File: src/rtl/cpu_pkg.sv
// rtl/cpu_pkg.sv - shared core widths, flag indices and write-source encodings
package cpu_pkg;

    localparam int DATA_W    = 32;
    localparam int REG_SEL_W = 3;

    localparam int FLAG_N = 3;
    localparam int FLAG_C = 2;
    localparam int FLAG_Z = 1;
    localparam int FLAG_V = 0;

    localparam logic W_SRC_ALU = 1'b0;
    localparam logic W_SRC_ID  = 1'b1;

endpackage

File: src/rtl/rf_read_port.sv
// rtl/rf_read_port.sv - one register-file read port: select decode, bypass compare, output mux
module rf_read_port
    import cpu_pkg::*;
#(
    parameter int NUM_REGS = 8,
    parameter int DATA_W   = 32
) (
    input  logic [REG_SEL_W-1:0] i_sel,
    input  logic [DATA_W-1:0]    i_regs [NUM_REGS],
    input  logic                 i_w_enable,
    input  logic [REG_SEL_W-1:0] i_w_reg,
    input  logic [DATA_W-1:0]    i_w_data,
    output logic [DATA_W-1:0]    o_val
);

    logic w_sel_ok;
    logic w_hit;

    // Out-of-range selects read as zero and never match a (dropped) write.
    assign w_sel_ok = (32'(i_sel) < NUM_REGS);
    assign w_hit    = i_w_enable && (i_w_reg == i_sel) && w_sel_ok;

    always_comb begin
        o_val = '0;
        if (w_hit) begin
            o_val = i_w_data;
        end else if (w_sel_ok) begin
            o_val = i_regs[i_sel];
        end
    end

endmodule

File: src/rtl/reg_file_wb.sv
// rtl/reg_file_wb.sv - architectural register file and CPSR with write merge and write-through bypass
module reg_file_wb
    import cpu_pkg::*;
#(
    parameter int NUM_REGS = 8,
    parameter int DATA_W   = 32
) (
    input  logic                 clk,
    input  logic                 rst_n,
    input  logic [REG_SEL_W-1:0] r_sel_0,
    input  logic [REG_SEL_W-1:0] r_sel_1,
    input  logic [REG_SEL_W-1:0] r_sel_p,
    output logic [DATA_W-1:0]    r_val_0,
    output logic [DATA_W-1:0]    r_val_1,
    output logic [DATA_W-1:0]    r_val_p,
    input  logic                 w_enable,
    input  logic                 w_select,
    input  logic [REG_SEL_W-1:0] w_reg,
    input  logic [DATA_W-1:0]    w_alu,
    input  logic [DATA_W-1:0]    w_id,
    input  logic                 w_hi_only,
    input  logic [3:0]           flags_in,
    input  logic                 flags_we,
    output logic [3:0]           cpsr
);

    localparam int HALF = DATA_W / 2;

    logic [DATA_W-1:0] r_regs [NUM_REGS];
    logic [3:0]        r_cpsr;

    logic              w_wreg_ok;
    logic [DATA_W-1:0] w_wd;
    logic [DATA_W-1:0] w_old;
    logic [DATA_W-1:0] w_merged;

    assign w_wreg_ok = (32'(w_reg) < NUM_REGS);
    assign w_wd      = (w_select == W_SRC_ID) ? w_id : w_alu;

    always_comb begin
        w_old = '0;
        if (w_wreg_ok) begin
            w_old = r_regs[w_reg];
        end
    end

    // MOVT keeps the destination's current low half.
    assign w_merged = w_hi_only ? {w_wd[DATA_W-1:HALF], w_old[HALF-1:0]} : w_wd;

    always_ff @(posedge clk or negedge rst_n) begin
        if (!rst_n) begin
            for (int i = 0; i < NUM_REGS; i++) begin
                r_regs[i] <= '0;
            end
        end else if (w_enable && w_wreg_ok) begin
            r_regs[w_reg] <= w_merged;
        end
    end

    always_ff @(posedge clk or negedge rst_n) begin
        if (!rst_n) begin
            r_cpsr <= 4'b0000;
        end else if (flags_we) begin
            r_cpsr <= flags_in;
        end
    end

    assign cpsr = r_cpsr;

    rf_read_port #(.NUM_REGS(NUM_REGS), .DATA_W(DATA_W)) u_port_0 (
        .i_sel      (r_sel_0),
        .i_regs     (r_regs),
        .i_w_enable (w_enable),
        .i_w_reg    (w_reg),
        .i_w_data   (w_merged),
        .o_val      (r_val_0)
    );

    rf_read_port #(.NUM_REGS(NUM_REGS), .DATA_W(DATA_W)) u_port_1 (
        .i_sel      (r_sel_1),
        .i_regs     (r_regs),
        .i_w_enable (w_enable),
        .i_w_reg    (w_reg),
        .i_w_data   (w_merged),
        .o_val      (r_val_1)
    );

    rf_read_port #(.NUM_REGS(NUM_REGS), .DATA_W(DATA_W)) u_port_p (
        .i_sel      (r_sel_p),
        .i_regs     (r_regs),
        .i_w_enable (w_enable),
        .i_w_reg    (w_reg),
        .i_w_data   (w_merged),
        .o_val      (r_val_p)
    );

endmodule
File: config.mk
export PLATFORM = sky130hd
export DESIGN_NAME = reg_file_wb
export DESIGN_NICKNAME = d
export VERILOG_FILES = /design/src/rtl/cpu_pkg.sv /design/src/rtl/rf_read_port.sv /design/src/rtl/reg_file_wb.sv
export SDC_FILE = /design/constraint.sdc
export NUM_CORES = 1
export LEC_CHECK = 0
export BUFFER_PORTS_ARGS = -buffer_cell sky130_fd_sc_hd__buf_4
export CAP_MARGIN = 40
export CORE_MARGIN = 4
export CORE_UTILIZATION = 63
export CTS_CLUSTER_DIAMETER = 40
export DETAILED_ROUTE_END_ITERATION = 10
export PLACE_DENSITY = 0.86
export SLEW_MARGIN = 30
export SYNTH_ARGS = -nofsm -noshare
export SYNTH_HDL_FRONTEND = slang
export SYNTH_HIERARCHICAL = 1
export SYNTH_SLANG_ARGS = --single-unit
File: constraint.sdc
create_clock -name clk -period 4.1 [get_ports clk]
set_input_delay 0.41 -clock clk [delete_from_list [all_inputs] [get_ports clk]]
set_output_delay 0.41 -clock clk [all_outputs]
set_load 0.02 [all_outputs]
# Word level (Yosys, flattened, before mapping)
# Cells that the tools add are included.
# word_totals
mem_bits_ro	0
in_bits	86
latchBits	0
elab_cells	45
ff_bits	260
output_inout_bits	100
memories	0
ram_bits	0
# classes
n_mul	0
shifts	0
n_eq_ne	3
n_reduce_logical	4
n_div	0
n_bitwise	4
order_cmp	5
addsub	0
mux	20
# op_table
op	count
$bmux 32 s3	4
$mux 32	11
$bwmux 256	1
$demux 32 s3	1
$mux 16	3
$ge 4x4->1 const B	4
$not 3->4	4
$eq 3x3->1	3
$logic_and 1x1->1	4
$lt 4x1->1 const B	1

# Depth between registers and ports, before layout
# depth
ltp_word	6
ltp_mapped	8
ltp_nobuf	5

# Modules after synthesis
# Netlist, hierarchy kept.
# by_module_without_submodules
mod	seq_area_each_um2	cells_per_inst	instances	area_per_inst_um2
reg_file_wb	6506.2	1099	1	11370.9
rf_read_port	0.0	153	3	2506.2

# Worst setup path after synthesis
# No wires, ideal clock.
# synth_timing
path_kind	input -> output
from	input port w_select
to	output port r_val_0[25]
n_path_buf	3
t_required_ns	3.690
slack_ns	1.728
stages	6
arrival_time_ns	1.962
path_cell_list	buf_2 > buf_2 > buf_2 > mux2i_1 > inv_1 > mux2_2
# synth_between
elab_chain_cells	2
# synth_lines
element	line_no	rtl
start, declared	reg_file_wb.sv:17	input logic w_select,
$mux 32	reg_file_wb.sv:38	assign w_wd = (w_select == W_SRC_ID) ? w_id : w_alu;
named net w_merged[25]	reg_file_wb.sv:35	logic [DATA_W-1:0] w_merged;
$mux 32	rf_read_port.sv:25	if (w_hit) begin
end, declared	reg_file_wb.sv:13	output logic [DATA_W-1:0] r_val_0,
# The timed path passes the listed nets, and every way through them passes these cells.

# Worst setup path after layout
# layout_timing
from	input port w_reg[2]
to	output port r_val_p[6]
# layout_between
elab_chain_cells	6
word_cells_on_any_way	8
classes_between	eq/ne: 1; mux: 5; bitwise: 1; reduce/logical: 1
# layout_lines
element	line_no	rtl
start, declared	reg_file_wb.sv:18	input logic [REG_SEL_W-1:0] w_reg,
$not 3->4 (implied by the code)	reg_file_wb.sv:43	w_old = r_regs[w_reg];
$bmux 32 s3	reg_file_wb.sv:43	
$mux 16 (implied by the code) (2 in a row)	reg_file_wb.sv:43	
$mux 16	reg_file_wb.sv:48	assign w_merged = w_hi_only ? {w_wd[DATA_W-1:HALF], w_old[HALF-1:0]} : w_wd;
named net w_merged[6]	reg_file_wb.sv:35	
$mux 32	rf_read_port.sv:25	
end, declared	reg_file_wb.sv:15	output logic [DATA_W-1:0] r_val_p,
# The timed path passes the listed nets, and every way through them passes these cells. The select of a mux whose other input is x is not followed.

==> impl_metrics.env <==
export IMPL_worst_setup_path_type="input port to primary output"
export IMPL_grt_start_max_net_pins=101
export IMPL_peakVddDrop_mv=0.275
export IMPL_hold_viol=0
export IMPL_worst_pin_slew_ns=0.948
export IMPL_worstPathCellList="buf_4 > nand2b_1 > o2bb2ai_1 > o32ai_2 > inv_1 > mux2_4 > buf_4"
export IMPL_antenna_found_initial=2
export IMPL_root_buffer="clkbuf_16"
export IMPL_drt_iter0_markers=1979
export IMPL_synthArstFlopShare_pct=100
export IMPL_status="completed"
export IMPL_drtPass1Iterations=6
export IMPL_die_h_um=181
export IMPL_cts_max_level=2
export IMPL_cp_arrival_ns=2.98
export IMPL_place_detailed_hpwl_um=35700
export IMPL_nFillCells=1875
export IMPL_grt_pass1_wl_um=88800
export IMPL_clk_pin_slew_worst_paths_ns=0.05
export IMPL_slowest_delay_ns=0.61
export IMPL_rsz0062_at_grt="no"
export IMPL_clkPwrFrac_pct=28.3
export IMPL_skew_ns=0.0205
export IMPL_num_vias=15600
export IMPL_synth_edff_count=0
export IMPL_crit_path_end_kind="primary output"
export IMPL_cts_tree="done"
export IMPL_synth_ff_type="dfrtp_1"
export IMPL_setup_violations_final=0
export IMPL_layout_drive_gt1_share_pct=37.6
export IMPL_p_leak_nw=9.36
export IMPL_maxCapViolations=0
export IMPL_cts_num_sinks=260
export IMPL_overflow=0
export IMPL_relSlewSlack_pct=36.8
export IMPL_pin_count=186
export IMPL_wirelength_um=58200
export IMPL_finish_net_count=1782
export IMPL_portBuffers=185
export IMPL_ys_seq_area_share_pct=34.4
export IMPL_fp_coreArea_um2=29600
export IMPL_cts_setup_buffers=0
export IMPL_hold_class="input port to flip-flop"
export IMPL_finalNonFillerCells=2111
export IMPL_cpMaxStageDelayCell="nand2b_1"
export IMPL_hold_buffers=1
export IMPL_fin_crit_ns=3.39
export IMPL_critPathLaunchType="input port"
export IMPL_track_usage_pct=34.2
export IMPL_power_switching_w=0.00370
export IMPL_intPower_w=0.00710
export IMPL_grt_pass1_vias=15900
export IMPL_viasPerCell=7.38
export IMPL_die_width_um=181
export IMPL_cts_resized=0
export IMPL_final_core_util_pct=72.9
export IMPL_period_share_pct=82.7
export IMPL_place_congestion=0.876
export IMPL_seqPwrFrac_pct=35.5
export IMPL_drcViolationCount=0
export IMPL_start_util_pct=63.7
export IMPL_synth_fp_nets=1644
export IMPL_crit_top_cell="buf_4"
export IMPL_syn_area_um2=18900
export IMPL_yosysWarnings=6
export IMPL_syn_inst=1558
export IMPL_netSwitchingFraction_pct=34.3
export IMPL_design_area_um2=21600
export IMPL_ys_ff_latch=260
export IMPL_fin_tns_setup_ns=0
export IMPL_cp_required_ns=3.69
export IMPL_clockBufferDepth=3
export IMPL_comb_power_share_pct=36.2
export IMPL_area_growth_pct=14.4
export IMPL_powerDensity_nw_per_um2=499
export IMPL_final_max_slew_viol_count=0
export IMPL_yosys_cell_types_count=50
export IMPL_clk_latency_ns=0.52
export IMPL_wl_per_cell_um=27.6
export IMPL_dp_cells=2043
export IMPL_place_area_um2=20400
export IMPL_ant_nets=0
export IMPL_die_area_um2=32800
export IMPL_worst_path_max_fanout=49
export IMPL_power_w=0.0108
export IMPL_fmax_mhz=295
export IMPL_cts_buffers=35
export IMPL_syn_avg_cell_area_um2=12.1
export IMPL_rows=63
-- metal layers --
layer / routed length (um) / global-route usage [%]
met1: 20300 / 43.2
met2: 28100 / 55.5
met3: 6470 / 6.87
met4: 3350 / 19.7
met5: 0 / 0
-- cells in the mapped netlist (all sizes together), types with 3 or more instances --
cell type	number	area, um^2
a211o	15	131
a211oi	16	120
a21o	3	22.5
a21oi	126	631
a31oi	28	188
and2	3	18.8
buf	101	763
clkbuf	43	161
dfrtp	260	6510
inv	29	109
mux2	205	2470
mux2i	86	861
mux4	194	4650
nand2	140	526
nand3	6	30.0
nand4	3	18.8
nor2	102	388
nor2b	10	62.6
o21ai	117	597
o22ai	4	25.0
o2bb2ai	6	52.6
o31ai	29	223
o32ai	6	97.6
xnor2	9	78.8
-- flip-flops by register name, summed over array words and instances, names as in the netlist --
| signal | flops |
|---|---|
| r_regs | 256 |
| cpsr | 4 |
-- power groups by stage --
| stage | logic, W | registers [W] | clock network [W] |
|---|---|---|---|
| finish | 0.00391 | 0.00384 | 0.00305 |
| detailed placement | 0.00381 | 0.00382 | 0 |
| global route | 0.00413 | 0.00390 | 0.00316 |
| global placement | 0.00367 | 0.00372 | 0 |
| floorplan | 0.00276 | 0.00358 | 0 |
| CTS | 0.00386 | 0.00379 | 0.00304 |
-- placed cells by master (no fill, tap or decap), types with 4 or more instances in the layout --
master	n
o21ai_0	108
mux2i_1	86
nand2_1	138
mux4_1	75
a21oi_1	126
o22ai_1	4
a31oi_1	26
a211o_1	15
mux2_2	163
o31ai_1	28
nor2b_1	10
clkbuf_8	5
nand3_1	6
nor2_1	100
o2bb2ai_1	6
clkinv_4	5
inv_1	29
buf_4	232
buf_12	7
mux2_4	42
o32ai_2	6
clkbuf_16	35
xnor2_1	9
dfrtp_1	260
a211oi_1	16
o21ai_1	8
mux4_2	119
-- final cells by class --
cell class                      count  area [um^2]  share of cell area, %
Sequential cell                   260         6510                   30.1
Timing Repair Buffer              245         1970                   9.12
Inverter                           30          113                  0.521
Clock inverter                     17          198                  0.915
Tap cell                          390          488                   2.26
Antenna cell                        2         5.00                 0.0232
Multi-Input combinational cell   1124        11400                   52.6
Clock buffer                       43          956                   4.42
-- metrics by stage --
stage,setup slack (ns),hold slack [ns]
finish,0.710,0.141
global route,0.662,0.145
floorplan,1.73,0.114
CTS,0.748,0.141
global placement,0.872,0.486
detailed placement,0.752,0.505
-- final timing paths --
check,end,slack (ns),from,cells after the start
max in group asynchronous,r_regs[215],2.57,rst_n,3
setup reg to reg,r_regs[78],2.35,r_regs[142],4
setup / recovery,r_val_p[6],0.71,w_reg[2],7
hold reg to reg,cpsr[1],0.51,cpsr[1],1
min in group asynchronous,r_regs[19],0.53,rst_n,2
hold / removal,cpsr[2],0.14,flags_in[2],2
-- logic make-up (layout without fill, tap and decap cells) --
logic type | Yosys count | count (layout) | share of synthesized area [%]
buf+inv | 174 | 335 | 5.49
compound gates | 356 | 356 | 11.4
simple gates | 274 | 274 | 6.02
flops | 260 | 260 | 34.4
other cells | 0 | 2 | 0
mux | 485 | 485 | 42.2
xor+xnor | 9 | 9 | 0.417
-- worst max-delay path: cells and delay by family --
family | cells | cell delay (ns)
AOI/OAI and AO/OA | 2 | 0.76
and+or+nand+nor | 1 | 0.61
buffers and inverters | 3 | 0.86
muxes | 1 | 0.32
Note: power is estimated with default switching activity, not from simulation.
